==> src/rtl/mc_fork_buf.sv <==
// Store-and-forward packet buffer with multicast fork: holds one packet, feeds head
// fields to the route decoder, then replays it once or twice (absorb-and-forward).
module mc_fork_buf #(
    parameter int         DATAW      = 64,
    parameter int         DEPTH      = 4,
    parameter logic [2:0] LOCAL_PORT = 3'd4
) (
    input  logic             clk,
    input  logic             rst,
    input  logic             in_valid,
    output logic             in_ready,
    input  logic [DATAW-1:0] in_data,
    input  logic             in_head,
    input  logic             in_tail,
    output logic             hdr_um_type,
    output logic [4:0]       hdr_addr0,
    output logic [19:0]      hdr_addr1,
    input  logic [2:0]       dec_port,
    input  logic [19:0]      dec_addr1_rm,
    input  logic             dec_fwdab_en,
    output logic             out_valid,
    input  logic             out_ready,
    output logic [DATAW-1:0] out_data,
    output logic             out_head,
    output logic             out_tail,
    output logic [2:0]       out_port,
    output logic             err_len
);
    localparam int AW = (DEPTH > 1) ? $clog2(DEPTH) : 1;
    localparam int CW = AW + 1;

    localparam logic [2:0] S_IDLE   = 3'd0;
    localparam logic [2:0] S_FILL   = 3'd1;
    localparam logic [2:0] S_ROUTE  = 3'd2;
    localparam logic [2:0] S_SEND_A = 3'd3;
    localparam logic [2:0] S_SEND_B = 3'd4;

    logic [2:0]       state;
    logic [DATAW-1:0] mem [DEPTH];
    logic [CW-1:0]    cnt;
    logic [AW-1:0]    rd_ptr;
    logic [AW-1:0]    wr_idx;
    logic [2:0]       rt_port;
    logic [19:0]      rt_addr1_rm;
    logic             rt_fwdab;
    logic             in_fire;
    logic             out_fire;
    logic             sending;
    logic             last_slot;
    logic             store_en;

    // Second-pass head carries the decoder's pruned multicast bitmap in [24:5].
    function automatic logic [DATAW-1:0] rewrite_addr1(input logic [DATAW-1:0] flit,
                                                       input logic [19:0]      bitmap);
        logic [DATAW-1:0] r;
        r       = flit;
        r[24:5] = bitmap;
        return r;
    endfunction

    assign sending   = (state == S_SEND_A) || (state == S_SEND_B);
    assign in_ready  = !rst && ((state == S_IDLE) || (state == S_FILL));
    assign in_fire   = in_valid && in_ready;
    assign out_valid = sending;
    assign out_fire  = out_valid && out_ready;
    assign last_slot = ({1'b0, rd_ptr} == (cnt - CW'(1)));
    assign out_head  = sending && (rd_ptr == '0);
    assign out_tail  = sending && last_slot;
    assign store_en  = in_fire && (((state == S_IDLE) && in_head) || (state == S_FILL));
    assign wr_idx    = (state == S_IDLE) ? '0 : cnt[AW-1:0];

    always_comb begin
        out_port = 3'd0;
        if (state == S_SEND_A)
            out_port = rt_fwdab ? LOCAL_PORT : rt_port;
        else if (state == S_SEND_B)
            out_port = rt_port;
    end

    always_comb begin
        out_data = mem[rd_ptr];
        if ((state == S_SEND_B) && (rd_ptr == '0))
            out_data = rewrite_addr1(mem[rd_ptr], rt_addr1_rm);
    end

    // Flit storage: not reset, validity is tracked by cnt.
    always_ff @(posedge clk) begin
        if (store_en)
            mem[wr_idx] <= in_data;
    end

    always_ff @(posedge clk) begin
        if (rst) begin
            state       <= S_IDLE;
            cnt         <= '0;
            rd_ptr      <= '0;
            rt_port     <= 3'd0;
            rt_addr1_rm <= 20'd0;
            rt_fwdab    <= 1'b0;
            hdr_um_type <= 1'b0;
            hdr_addr0   <= 5'd0;
            hdr_addr1   <= 20'd0;
            err_len     <= 1'b0;
        end else begin
            case (state)
                S_IDLE: begin
                    if (in_fire && in_head) begin
                        hdr_um_type <= in_data[DATAW-1];
                        hdr_addr1   <= in_data[24:5];
                        hdr_addr0   <= in_data[4:0];
                        cnt         <= CW'(1);
                        state       <= in_tail ? S_ROUTE : S_FILL;
                    end
                end
                S_FILL: begin
                    if (in_fire) begin
                        cnt <= cnt + CW'(1);
                        if (in_tail) begin
                            state <= S_ROUTE;
                        end else if (cnt == CW'(DEPTH - 1)) begin
                            // Truncate: the last slot becomes the tail, the rest is dropped in IDLE.
                            err_len <= 1'b1;
                            state   <= S_ROUTE;
                        end
                    end
                end
                S_ROUTE: begin
                    rt_port     <= dec_port;
                    rt_addr1_rm <= dec_addr1_rm;
                    rt_fwdab    <= dec_fwdab_en;
                    rd_ptr      <= '0;
                    state       <= S_SEND_A;
                end
                S_SEND_A: begin
                    if (out_fire) begin
                        if (last_slot) begin
                            rd_ptr <= '0;
                            state  <= rt_fwdab ? S_SEND_B : S_IDLE;
                        end else begin
                            rd_ptr <= rd_ptr + AW'(1);
                        end
                    end
                end
                S_SEND_B: begin
                    if (out_fire) begin
                        if (last_slot) begin
                            rd_ptr <= '0;
                            state  <= S_IDLE;
                        end else begin
                            rd_ptr <= rd_ptr + AW'(1);
                        end
                    end
                end
                default: state <= S_IDLE;
            endcase
        end
    end
endmodule

==> config.mk <==
export PLATFORM = sky130hd
export DESIGN_NAME = mc_fork_buf
export DESIGN_NICKNAME = d
export VERILOG_FILES = /design/src/rtl/mc_fork_buf.sv
export SDC_FILE = /design/constraint.sdc
export NUM_CORES = 1
export LEC_CHECK = 0
export CORE_ASPECT_RATIO = 1.2
export CORE_UTILIZATION = 50
export CTS_CLUSTER_SIZE = 20
export DETAILED_ROUTE_END_ITERATION = 6
export GPL_ROUTABILITY_DRIVEN = 0
export HOLD_SLACK_MARGIN = 0.03
export PLACE_DENSITY = 0.74
export SLEW_MARGIN = 20
export SYNTH_ARGS = -nofsm -noshare
export SYNTH_HDL_FRONTEND = slang
export SYNTH_SLANG_ARGS = --single-unit
==> constraint.sdc <==
create_clock -name clk -period 11.75 [get_ports clk]
set_input_delay 2.9375 -clock clk [delete_from_list [all_inputs] [get_ports clk]]
set_output_delay 2.9375 -clock clk [all_outputs]
set_load 0.05 [all_outputs]
==> run_results.csv <==
group,metric,value,unit
route,antenna_left,0,
critical_path,crit_family,"buffers and inverters",
worst_hold_path,min_path_type,"reg2reg",
global_route,grt_pass1_wl,36.6,mm
global_route,overflow,0,
route,via_per_inst,5.47,
route,drt-total-wl,24.0,mm
synthesis,ys_seq_area_share,74.1,%
finish,finalNonFillerCells,1192,
critical_path,start_kind,"input port",
route,route.detailed.drc,0,
floorplanning,die_y,172,µm
power_and_ir_drop,p_leak,0.00486,µW
critical_path,r2r_end,"mem[2][41]",
synthesis,postSynthAreaPerCell,18.2,µm²
global_route,grt_max_degree,65,
run_status,outcome,"complete, no violations",
synthesis,syn-num-nets,759,
route,num_vias,6516,
timing,setup_viol,0,
worst_hold_path,min_to,"rt_addr1_rm[13]",
timing,skew,0.00564,ns
critical_path,r2r_start,"state[1]",
clock_tree,h-tree-depth,1,
critical_path,rr_worst_depth,5,
clock_tree,root_buffer,"clkbuf_16",
critical_path,slowest_stage,"clkdlybuf4s50_1",
synthesis,synth.distinct_cells,46,
timing,timing.setup.tns,0,ns
timing,drv_slew,0,
timing,rsz0062_at_grt,"no",
route,drt-wirelength-per-cell,20.1,µm
critical_path,cp.required,8.81,ns
placement,pre_cts_slack,4.31,ns
synthesis,ys_warn_count,0,
critical_path,cp-end-kind,"output pin",
route,dr.pass1.iters,5,
floorplanning,num_rows,61,
timing,tightest_slew,1.02,ns
clock_tree,clk_latency,0.53,ns
finish,final_area,0.0151,mm²
critical_path,path_buf_inv,3,
placement,placed_area,0.0142,mm²
critical_path,path_class,"in2out",
critical_path,cpPeakStageDelay,0.86,ns
timing,relSlewSlack,31.8,%
floorplanning,ioPinCount,192,
timing,finalHoldViolations,0,
synthesis,synth_seq_cells,317,
clock_tree,post_cts_resized,0,
clock_tree,cts_tree,"yes",
placement,io_buffers,191,
clock_tree,cts_buffers,29,
worst_hold_path,hp-start,"rt_addr1_rm[13]",
floorplanning,initial_core_util,51.5,%
global_route,grt_antenna_before_repair,0,
placement,hpwl,14.7,mm
global_route,grt.total_usage,19.7,%
floorplanning,die_w,144,µm
route,first_iter_violations,367,
critical_path,r2r_slack,8.77,ns
power_and_ir_drop,power.density,165,mW/mm²
placement,place_inst,1139,
finish,syn_to_final_growth,25.9,%
finish,fin_nets,953,
power_and_ir_drop,vdd_drop_max,0.115,mV
timing,setup_ws,4.31,ns
finish,drive_above_1_share,17.3,%
clock_tree,clkTransAtPathRegs,0.06,ns
critical_path,cp.arrival,4.51,ns
floorplanning,core-area,0.0234,mm²
flow_run,cap_violations,0,
timing,max_freq,134,MHz
timing,min_period,7.44,ns
synthesis,netlist_instances,661,
worst_hold_path,holdPathStages,2,
clock_tree,post_cts_buffers,0,
critical_path,path_cells,"buf_2, buf_4, nor3_2, clkdlybuf4s50_1",
clock_tree,cts_hold_buf,0,
finish,antenna_cells,0,
timing,period_share,63.4,%
clock_tree,clk_path_buf_depth,3,
floorplanning,die_area,0.0247,mm²
critical_path,critPathMaxFanout,60,
clock_tree,cts.sinks,317,
global_route,first_global_vias,6841,
synthesis,syn-cell-area,0.0120,mm²
how the worst max path moves through the flow:
stage               start         to  slack (ns)  depth (start not counted)
global placement      rst   in_ready        4.34                          4
detailed placement    rst   in_ready        4.31                          4
global route          rst   in_ready        4.24                          4
finish                rst   in_ready        4.31                          4
CTS                   rst   in_ready        4.30                          4
floorplan             rst  mem[2][0]        4.44                          5
routing by layer:
layer	vias to the layer above	wire, µm	global-route usage [%]
met2	226	12200	34.3
met5	-	0	0
met1	3316	9650	25.5
met4	0	387	4.58
li1	2941	-	-
met3	33	1730	3.85
worst reg2reg max path, delay by kind of cell, from the launching register on:
kind	cells	cell delay (ns)
and+or+nand+nor	4	1.56
buffers and inverters	1	0.62
DFF	1	0.42
synth_stat cells (all sizes together):
cell / count / area [µm²]
buf: 26 / 200
nor2: 12 / 45.0
or3: 1 / 6.26
a2111oi: 1 / 27.5
a22o: 1 / 8.76
o21ai: 3 / 15.0
edfxtp: 256 / 7690
a22oi: 2 / 15.0
and2: 2 / 15.0
and3: 3 / 18.8
a41o: 1 / 10.0
mux2: 20 / 300
dfxtp: 61 / 1220
mux2i: 1 / 10.0
nand3: 1 / 5.00
nor3: 4 / 41.3
a32o: 1 / 10.0
nor2b: 3 / 26.3
xnor2: 1 / 8.76
a31oi: 1 / 6.26
nand4: 2 / 12.5
a211oi: 2 / 15.0
inv: 11 / 41.3
a21o: 1 / 7.51
o22a: 1 / 8.76
mux4: 64 / 1440
o21a: 1 / 7.51
nor3b: 1 / 18.8
xor2: 2 / 17.5
nand2: 104 / 390
clkbuf: 9 / 33.8
a21oi: 54 / 270
ha: 4 / 50.1
a21boi: 1 / 7.51
and4: 1 / 8.76
o211ai: 1 / 7.51
nand3b: 1 / 11.3
per-stage QoR:
| step | total power (µW) | utilization [%] | hold WS, ns |
|---|---|---|---|
| global route | 2570 | 64.8 | 0.475 |
| global placement | 1590 | 60.7 | 0.442 |
| floorplan | 1480 | - | 0.432 |
| finish | 2490 | 64.8 | 0.456 |
| CTS | 2520 | 64.8 | 0.455 |
| detailed placement | 1600 | 60.7 | 0.447 |
kinds of logic (layout without fill, tap and decap cells):
kind of cell	count (synthesis)	after routing	synth area share (%)
fa+ha+maj	4	4	0.416
xor+xnor	3	3	0.218
buf+inv	46	262	2.29
compound gates	71	71	3.46
simple gates	135	135	4.98
mux	85	85	14.6
flops	317	317	74.1
power by group:
group	total [µW]	switching, µW	leakage, µW	internal (µW)
sequential	1270	21.8	0.00281	1250
combinational	298	180	0.00158	118
clock	925	383	0.000470	541
flip-flops by register name, indices dropped and copies added (netlist names), 2 cells and up, named ones only:
register	count
hdr_addr0	5
state	3
rt_port	3
mem	256
rd_ptr	2
cnt	3
hdr_addr1	20
rt_addr1_rm	20
cell usage in the layout (no fill, tap or decap), types with 4 or more instances in the layout:
cell / synthesis / routed
buf_4: 8 / 7
clkinv_2: 0 / 5
clkbuf_8: 0 / 5
a21oi_1: 54 / 54
edfxtp_1: 256 / 256
clkdlybuf4s50_1: 0 / 190
inv_1: 10 / 10
mux2_4: 20 / 20
dfxtp_1: 61 / 59
clkbuf_16: 0 / 30
mux4_2: 64 / 64
clkbuf_1: 9 / 6
nand2_1: 104 / 104
nor2_1: 12 / 9
ha_1: 4 / 4
final cells by class:
class                      instances  area, µm²
sequential                       317       8920
fill                            1642       8220
timing repair buffer             198       1960
tap                              315        394
multi-input combinational        298       2870
clock inverter                    12        113
inverter                          11       41.3
clock buffer                      41        842
No activity file was read; power rests on OpenSTA's default activity.
